--- config.mk ---
export PLATFORM = sky130hd
export DESIGN_NAME = countdown_timer_flat
export DESIGN_NICKNAME = d
export VERILOG_FILES = /design/src/rtl/counter_pkg.sv /design/src/rtl/countdown_timer_if.sv /design/src/rtl/down_cnt_core.sv /design/src/rtl/countdown_timer.sv /design/src/flat_wrapper.sv
export SDC_FILE = /design/constraint.sdc
export NUM_CORES = 1
export LEC_CHECK = 0
export ABC_CLOCK_PERIOD_IN_PS = 2080
export CAP_MARGIN = 0
export CORE_MARGIN = 2
export CORE_UTILIZATION = 47
export DETAILED_ROUTE_END_ITERATION = 12
export PLACE_DENSITY = 0.76
export SKIP_CTS_REPAIR_TIMING = 1
export SLEW_MARGIN = 40
export SYNTH_ARGS = -nofsm -noshare
export SYNTH_HDL_FRONTEND = slang
export SYNTH_SLANG_ARGS = --single-unit
--- constraint.sdc ---
create_clock -name clk -period 2.08 [get_ports clk]
set_clock_uncertainty 0.05 [all_clocks]
set_input_delay 0.208 -clock clk [delete_from_list [all_inputs] [get_ports clk]]
set_output_delay 0.208 -clock clk [all_outputs]
set_load 0.03 [all_outputs]
--- src/rtl/counter_pkg.sv ---
// Shared definitions for the counter family: FSM state encoding used by the timers.
package counter_pkg;

  typedef enum logic [1:0] {
    ST_IDLE  = 2'd0,
    ST_RUN   = 2'd1,
    ST_PAUSE = 2'd2,
    ST_DONE  = 2'd3
  } state_e;

endpackage

--- src/rtl/countdown_timer_if.sv ---
// Control/status bundle of the countdown timer; the controller drives master, the timer is slave.
interface countdown_timer_if #(
  parameter int unsigned WIDTH = 4
);
  logic             en;
  logic             load;
  logic [WIDTH-1:0] d;
  logic             reload_en;
  logic [WIDTH-1:0] q;
  logic             tc;
  logic             busy;
  logic             done;

  modport master (
    output en, load, d, reload_en,
    input  q, tc, busy, done
  );

  modport slave (
    input  en, load, d, reload_en,
    output q, tc, busy, done
  );
endinterface

--- src/rtl/down_cnt_core.sv ---
// Datapath of the countdown timer: count and reload registers with load/decrement/reload mux.
module down_cnt_core #(
  parameter int unsigned WIDTH = 4
) (
  input  logic             clk,
  input  logic             rst,
  input  logic             load,
  input  logic             step,
  input  logic             reload_en,
  input  logic [WIDTH-1:0] d,
  output logic [WIDTH-1:0] q,
  output logic             q_is_one
);

  logic [WIDTH-1:0] q_q, q_d;
  logic [WIDTH-1:0] rl_q, rl_d;

  assign q        = q_q;
  assign q_is_one = (q_q == WIDTH'(1));

  // Load wins over stepping; the terminal step goes to reload or zero, so q never wraps.
  always_comb begin
    q_d  = q_q;
    rl_d = rl_q;
    if (load) begin
      q_d  = d;
      rl_d = d;
    end else if (step) begin
      if (q_is_one) q_d = reload_en ? rl_q : '0;
      else          q_d = q_q - WIDTH'(1);
    end
  end

  always_ff @(posedge clk or negedge rst) begin
    if (!rst) begin
      q_q  <= '0;
      rl_q <= '0;
    end else begin
      q_q  <= q_d;
      rl_q <= rl_d;
    end
  end

endmodule

--- src/rtl/countdown_timer.sv ---
// Loadable down-counter with one-cycle terminal-count pulse and optional auto-reload.
module countdown_timer #(
  parameter int unsigned WIDTH = 4
) (
  input  logic                clk,
  input  logic                rst,
  countdown_timer_if.slave    bus
);
  import counter_pkg::*;

  state_e           state_q, state_d;
  logic             tc_q, tc_d;
  logic             busy_q, busy_d;
  logic             done_q, done_d;
  logic             active;
  logic             step;
  logic             q_is_one;
  logic [WIDTH-1:0] q;

  assign active = (state_q == ST_RUN) || (state_q == ST_PAUSE);
  assign step   = active && bus.en && !bus.load;

  down_cnt_core #(.WIDTH(WIDTH)) u_core (
    .clk       (clk),
    .rst       (rst),
    .load      (bus.load),
    .step      (step),
    .reload_en (bus.reload_en),
    .d         (bus.d),
    .q         (q),
    .q_is_one  (q_is_one)
  );

  always_ff @(posedge clk or negedge rst) begin
    if (!rst) begin
      state_q <= ST_IDLE;
      tc_q    <= 1'b0;
      busy_q  <= 1'b0;
      done_q  <= 1'b0;
    end else begin
      state_q <= state_d;
      tc_q    <= tc_d;
      busy_q  <= busy_d;
      done_q  <= done_d;
    end
  end

  always_comb begin
    state_d = state_q;
    if (bus.load) begin
      if (bus.d == '0) state_d = ST_DONE;
      else             state_d = bus.en ? ST_RUN : ST_PAUSE;
    end else begin
      case (state_q)
        ST_RUN, ST_PAUSE: begin
          if (!bus.en)                           state_d = ST_PAUSE;
          else if (q_is_one && !bus.reload_en)   state_d = ST_DONE;
          else                                   state_d = ST_RUN;
        end
        default: state_d = state_q;
      endcase
    end
  end

  // Status flags are registered from the next state so they line up with q.
  always_comb begin
    tc_d   = step && q_is_one;
    busy_d = (state_d == ST_RUN) || (state_d == ST_PAUSE);
    done_d = (state_d == ST_DONE);
  end

  assign bus.q    = q;
  assign bus.tc   = tc_q;
  assign bus.busy = busy_q;
  assign bus.done = done_q;

endmodule

--- src/flat_wrapper.sv ---
// flat-port wrapper written by rule: the top's interface ports become plain ports
module countdown_timer_flat import counter_pkg::*;
#(
  parameter int unsigned WIDTH = 4
)
  (clk, rst, bus_en, bus_load, bus_d, bus_reload_en, bus_q, bus_tc, bus_busy, bus_done);
  countdown_timer_if #(.WIDTH(WIDTH)) bus_i ();
  input  logic clk;
  input  logic rst;
  input wire logic [$bits(bus_i.en)-1:0] bus_en;
  input wire logic [$bits(bus_i.load)-1:0] bus_load;
  input wire logic [$bits(bus_i.d)-1:0] bus_d;
  input wire logic [$bits(bus_i.reload_en)-1:0] bus_reload_en;
  output wire logic [$bits(bus_i.q)-1:0] bus_q;
  output wire logic [$bits(bus_i.tc)-1:0] bus_tc;
  output wire logic [$bits(bus_i.busy)-1:0] bus_busy;
  output wire logic [$bits(bus_i.done)-1:0] bus_done;
  assign bus_i.en = bus_en;
  assign bus_i.load = bus_load;
  assign bus_i.d = bus_d;
  assign bus_i.reload_en = bus_reload_en;
  assign bus_q = bus_i.q;
  assign bus_tc = bus_i.tc;
  assign bus_busy = bus_i.busy;
  assign bus_done = bus_i.done;
  countdown_timer #(.WIDTH(WIDTH)) u_core (.clk(clk), .rst(rst), .bus(bus_i));
endmodule
# After elaboration in Yosys (flattened, before gate mapping)
# Index checks and enable logic that the tools add are counted.
dict set report word_totals {
  regBits 13
  input_bits 9
  out_inout_bits 7
  word_cells 34
}
dict set report classes {
  addsub 1
  eq_ne 6
  muxes 10
  n_reduce_logical 11
}
# cell n
set ops {}
lappend ops {{$mux 4} 4}
lappend ops {{$mux 2} 6}
lappend ops {{$eq 2x2->1 const B} 3}
lappend ops {{$eq 2x1->1 const B} 2}
lappend ops {{$eq 4x1->1 const B} 1}
lappend ops {{$logic_and 1x1->1} 4}
lappend ops {{$logic_not 4->1} 1}
lappend ops {{$sub 4x1->4 const B} 1}
lappend ops {{$logic_not 1->1} 2}
lappend ops {{$logic_or 1x1->1} 2}
lappend ops {{$reduce_bool 2->1} 1}
lappend ops {{$reduce_or 2->1} 1}

# Longest topological paths before layout
dict set report logic_depth {
  ltp_word 8
  depth_mapped 7
  depth_no_buf 7
}

# By module
# Synthesis repeated with hierarchy kept, for this count alone.
dict set report hier_totals {
  cells_unflattened 65
  area_unflattened_um2 691.9
}
# mod n_inst cells_per_inst area_each_um2 seq_area_each_um2
set by_module_without_submodules {}
lappend by_module_without_submodules {down_cnt_core 1 45 466.7 200.2}
lappend by_module_without_submodules {countdown_timer 1 20 225.2 125.1}

# Worst setup path after synthesis
# No wires, ideal clock.
dict set report synth_timing {
  kind {flip-flop to flip-flop}
  start {reg u_core.u_core.q_q[0] (netlist: u_core.u_core.q[0])}
  end {reg u_core.busy_q (netlist: u_core.bus.busy)}
  setup_time_ps 126
  arrival_ps 1788
  path_slack_ps 117
  stages_incl_launch_ff 7
  path_buffers 0
  synth_period_minus_slack_ps 1963
  cell_sequence {dfrtp_1 > ha_1 > nor3b_1 > nand2b_1 > a31oi_1 > o22a_1 > ha_1}
}
dict set report synth_between {
  elab_chain_cells 8
  word_cells_on_any_way 9
  cone_classes {eq/ne: 3; mux: 4; reduce/logical: 2}
}
# item line_no
set synth_lines {}
lappend synth_lines {{start, declared} down_cnt_core.sv:15} ;# logic [WIDTH-1:0] q_q, q_d;
lappend synth_lines {{start signal, assigned} down_cnt_core.sv:39} ;# q_q <= q_d;
lappend synth_lines {{$eq 4x1->1 (*)} down_cnt_core.sv:19} ;# assign q_is_one = (q_q == WIDTH'(1));
lappend synth_lines {{$logic_and 1x1->1 (*)} countdown_timer.sv:57} ;# else if (q_is_one && !bus.reload_en) state_d = ST_DONE;
lappend synth_lines {{$mux 2 (*)} countdown_timer.sv:57}
lappend synth_lines {{$mux 2 (*)} countdown_timer.sv:56} ;# if (!bus.en) state_d = ST_PAUSE;
lappend synth_lines {{$mux 2 (*)} countdown_timer.sv:54} ;# case (state_q)
lappend synth_lines {{$mux 2 (*)} countdown_timer.sv:50} ;# if (bus.load) begin
lappend synth_lines {{$eq 2x1->1 or $eq 2x2->1 (tied branches)} countdown_timer.sv:68} ;# busy_d = (state_d == ST_RUN) || (state_d == ST_PAUSE);
lappend synth_lines {{$logic_or 1x1->1 (*)} countdown_timer.sv:68}
lappend synth_lines {{via u_core.busy_d} countdown_timer.sv:13} ;# logic busy_q, busy_d;
lappend synth_lines {{end signal, assigned} countdown_timer.sv:43} ;# busy_q <= busy_d;
lappend synth_lines {{end, declared} countdown_timer.sv:13}
# The timed path passes the listed nets; every way through them passes the cells marked *.
# A chain may end at the register's enable or synchronous reset.

# Worst setup path in the final report
dict set report layout_timing {
  start {reg u_core.u_core.q_q[1] (netlist: u_core.u_core.q[1])}
  end {reg u_core.busy_q (netlist: u_core.bus.busy)}
}
# Same word-level chain as after synthesis.

==> Flow_metrics.wiki <==
{| class="wikitable"
! Metric !! Value
|-
| Slew at the pin closest to its max-slew limit || 0.5826 ns
|-
| Kind of launch point of the worst setup path || flip-flop
|-
| Depth of the CTS H-tree || 1
|-
| Root Buffer Master || clkbuf_4
|-
| Number of detailed-route iterations in the first pass || 4
|-
| Average footprint of a synthesized cell || 9.938 µm²
|-
| Slew HR || 61.04%
|-
| Half-perimeter wire length after placement || 1064 µm
|-
| Post-DP Area || 857.1 µm²
|-
| Post-synth top area share || 46.76%
|-
| Share of synthesized area occupied by flip-flops and latches || 46.76%
|-
| Most used cells in the layout excluding fill and tap cells || clkdlybuf4s50_1, dfrtp_1, inv_1, nor2_1, nand2_1
|-
| Vertical die dimension || 42.47 µm
|-
| Via count of the first global-routing pass || 544
|-
| Max-cap viol count || 0
|-
| Number of max-slew violations in the final report || 0
|-
| Floorplan Core Area || 0.001334 mm²
|-
| Insertion delay to the later sink of the worst-skew pair || 0.28 ns
|-
| Number of core rows || 13
|-
| CTS Buf Count || 3
|-
| Achievable Freq || 546.1 MHz
|-
| Total Nets Final || 102
|-
| Synth warn || 0
|-
| Critical path capture point type || flip-flop
|-
| Routed via count || 563
|-
| Crit path time final || 1.831 ns
|-
| Maximum vdd ir drop || 0.5465 mV
|-
| Final antenna diode count || 0
|-
| Gate count after technology mapping || 70
|-
| Final cell area excluding filler cells || 884.6 µm²
|-
| Synthesized Nets || 82
|-
| Total Routing Usage GR || 17.58%
|-
| PortBufs || 15
|-
| Clock transition at the registers of the reported paths || 0.08 ns
|-
| Standby leakage power || 0.3910 nW
|-
| Status || finished clean
|-
| Worst path required time || 2.20 ns
|-
| Cell Pwr Density || 778.4 mW/mm²
|-
| Buffer depth of the longest clock path || 2
|-
| Count of antenna-violating nets left after detailed routing || 0
|-
| Cell types occupying the most area after synthesis || dfrtp_1, ha_1, inv_1
|-
| TritonCTS sink count || 13
|-
| Clock tree from TritonCTS || built
|-
| RePlAce Congestion || 0.7484
|-
| Flip-flop and latch count after synthesis || 13
|-
| Critical path class || flip-flop to flip-flop
|-
| Post-synth design cell area || 695.7 µm²
|-
| Number of top-level pins || 16
|-
| Wire length per cell || 13.01 µm
|-
| DRC || 0
|-
| Period utilisation layout || 88.03%
|-
| Wire length of the first global-routing pass || 2332 µm
|-
| Count of endpoints failing setup in the final report || 0
|-
| Final global-route overflow total || 0
|-
| Largest net degree at the start of global routing || 14
|-
| Setup tns final || 0 ns
|-
| Die W || 42.47 µm
|-
| Highest fanout seen on the critical path || 4
|-
| Starting DRT DRC Count || 12
|-
| Antenna violations before repair || 0
|-
| Die footprint || 0.001804 mm²
|-
| Leading cell type in the layout, fill and taps excluded || clkdlybuf4s50_1
|-
| Hold violation count in the final report || 0
|-
| Share of final-layout standard cells stronger than drive strength 1 || 11.24%
|-
| Average vias per placed instance || 5.413
|-
| Layout fillers || 123
|-
| Synthesis-to-finish area growth || 27.16%
|-
| Initial Utilization || 52.16%
|-
| Cell type contributing the most total cell area after synthesis || dfrtp_1
|-
| CP arrival || 1.95 ns
|-
| Final wirelength || 1353 µm
|-
| Setup repair after global routing missed its margin || no
|-
| Class of the tightest hold or removal check || primary input to asynchronous set/reset pin
|-
| Count of different cell masters after synthesis || 23
|}
## layout make-up
type / count / area (µm²) / share of cell area, %
clock buffer: 3 / 22.52 / 2.546
clock inverter: 1 / 5.005 / 0.5658
inverter: 9 / 33.78 / 3.819
multi-input combinational: 46 / 314.1 / 35.50
sequential: 13 / 325.3 / 36.78
tap: 15 / 18.77 / 2.122
timing repair buffer: 17 / 165.2 / 18.67
## cells in the mapped netlist
cell type and n:
and2_1 1, buf_6 2, dfrtp_1 13, and4bb_1 1, o22a_1 3, a211oi_1 4, nor3b_2 1, o21ai_0 4
nor3b_1 1, o31ai_2 1, xor2_1 1, nand2_1 7, o41ai_1 1, nand2b_1 1, a2111oi_2 1, mux2_2 1
nor2_1 9, o31ai_1 3, nor3_1 1, a21oi_1 1, ha_1 3, inv_1 9, a31oi_1 1
## final timing paths
check / endpoint / cells past startpoint / startpoint / slack (ns)
max reg2reg: u_core.bus.busy$_DFF_PN0_ / 7 / u_core.u_core.q[1]$_DFFE_PN0P_ / 0.25
max: u_core.bus.busy$_DFF_PN0_ / 7 / u_core.u_core.q[1]$_DFFE_PN0P_ / 0.25
min: u_core.u_core.rl_q[0]$_DFFE_PN0P_ / 1 / rst / 0.25
min in group clk: u_core.u_core.rl_q[0]$_DFFE_PN0P_ / 2 / u_core.u_core.rl_q[0]$_DFFE_PN0P_ / 0.48
max in group asynchronous: u_core.u_core.q[2]$_DFFE_PN0P_ / 1 / rst / 1.35
min reg2reg: u_core.u_core.rl_q[0]$_DFFE_PN0P_ / 2 / u_core.u_core.rl_q[0]$_DFFE_PN0P_ / 0.48
## through the flow
step / instances / hold slack [ns] / worst slack (ns) / util (%) / power (mW)
floorplan: 70 / -0.1376 / 0.1165 / - / 0.4521
detailed placement: 100 / 0.4708 / 0.2205 / 64.26 / 0.5389
finish: 104 / 0.2456 / 0.2490 / 66.32 / 0.6886
global placement: 100 / 0.4626 / 0.2405 / 64.26 / 0.5328
CTS: 104 / 0.2643 / 0.2417 / 66.32 / 0.6959
global route: 104 / 0.2907 / 0.05122 / 66.32 / 0.7368
## registers in the layout, summed over array words and instances, names as in the netlist
register and flops:
u_core.bus.busy 1, u_core.bus.done 1, u_core.bus.tc 1, u_core.state_q 2
u_core.u_core.q 4, u_core.u_core.rl_q 4
## cells by family (layout without fill, tap and decap cells)
kind of cell | Yosys count | count (layout) | share of synthesized area, %
XOR/XNOR | 1 | 1 | 1.259
adder cells (fa/ha/maj) | 3 | 3 | 5.396
flip-flops | 13 | 13 | 46.76
buffers and inverters | 11 | 30 | 8.093
multiplexers | 1 | 1 | 1.619
AO/OA/AOI/OAI | 19 | 19 | 21.04
AND/OR/NAND/NOR | 22 | 22 | 15.83
## critical path, cell delays in order (launching register included)
cell	delay, ns
dfrtp_1	0.41
inv_1	0.09
ha_1	0.20
nor3b_1	0.26
nand2b_1	0.09
a31oi_1	0.24
o22a_1	0.18
ha_1	0.21
## routing by layer
layer	track usage, %	share of wire [%]	vias to the layer above
met5	0	0	-
met4	9.375	0.81	0
met3	3.017	4.6	2
met2	28.31	47	15
met1	22.28	47	260
li1	-	-	286
## where the power goes
| part | leakage [nW] | switching (mW) | total, mW | internal [mW] |
|---|---|---|---|---|
| Sequential | 0.157 | 0.0290 | 0.312 | 0.283 |
| Combinational | 0.217 | 0.120 | 0.219 | 0.0998 |
| Clock | 0.0177 | 0.0857 | 0.157 | 0.0713 |
Note: power is estimated with default switching activity, not from simulation.
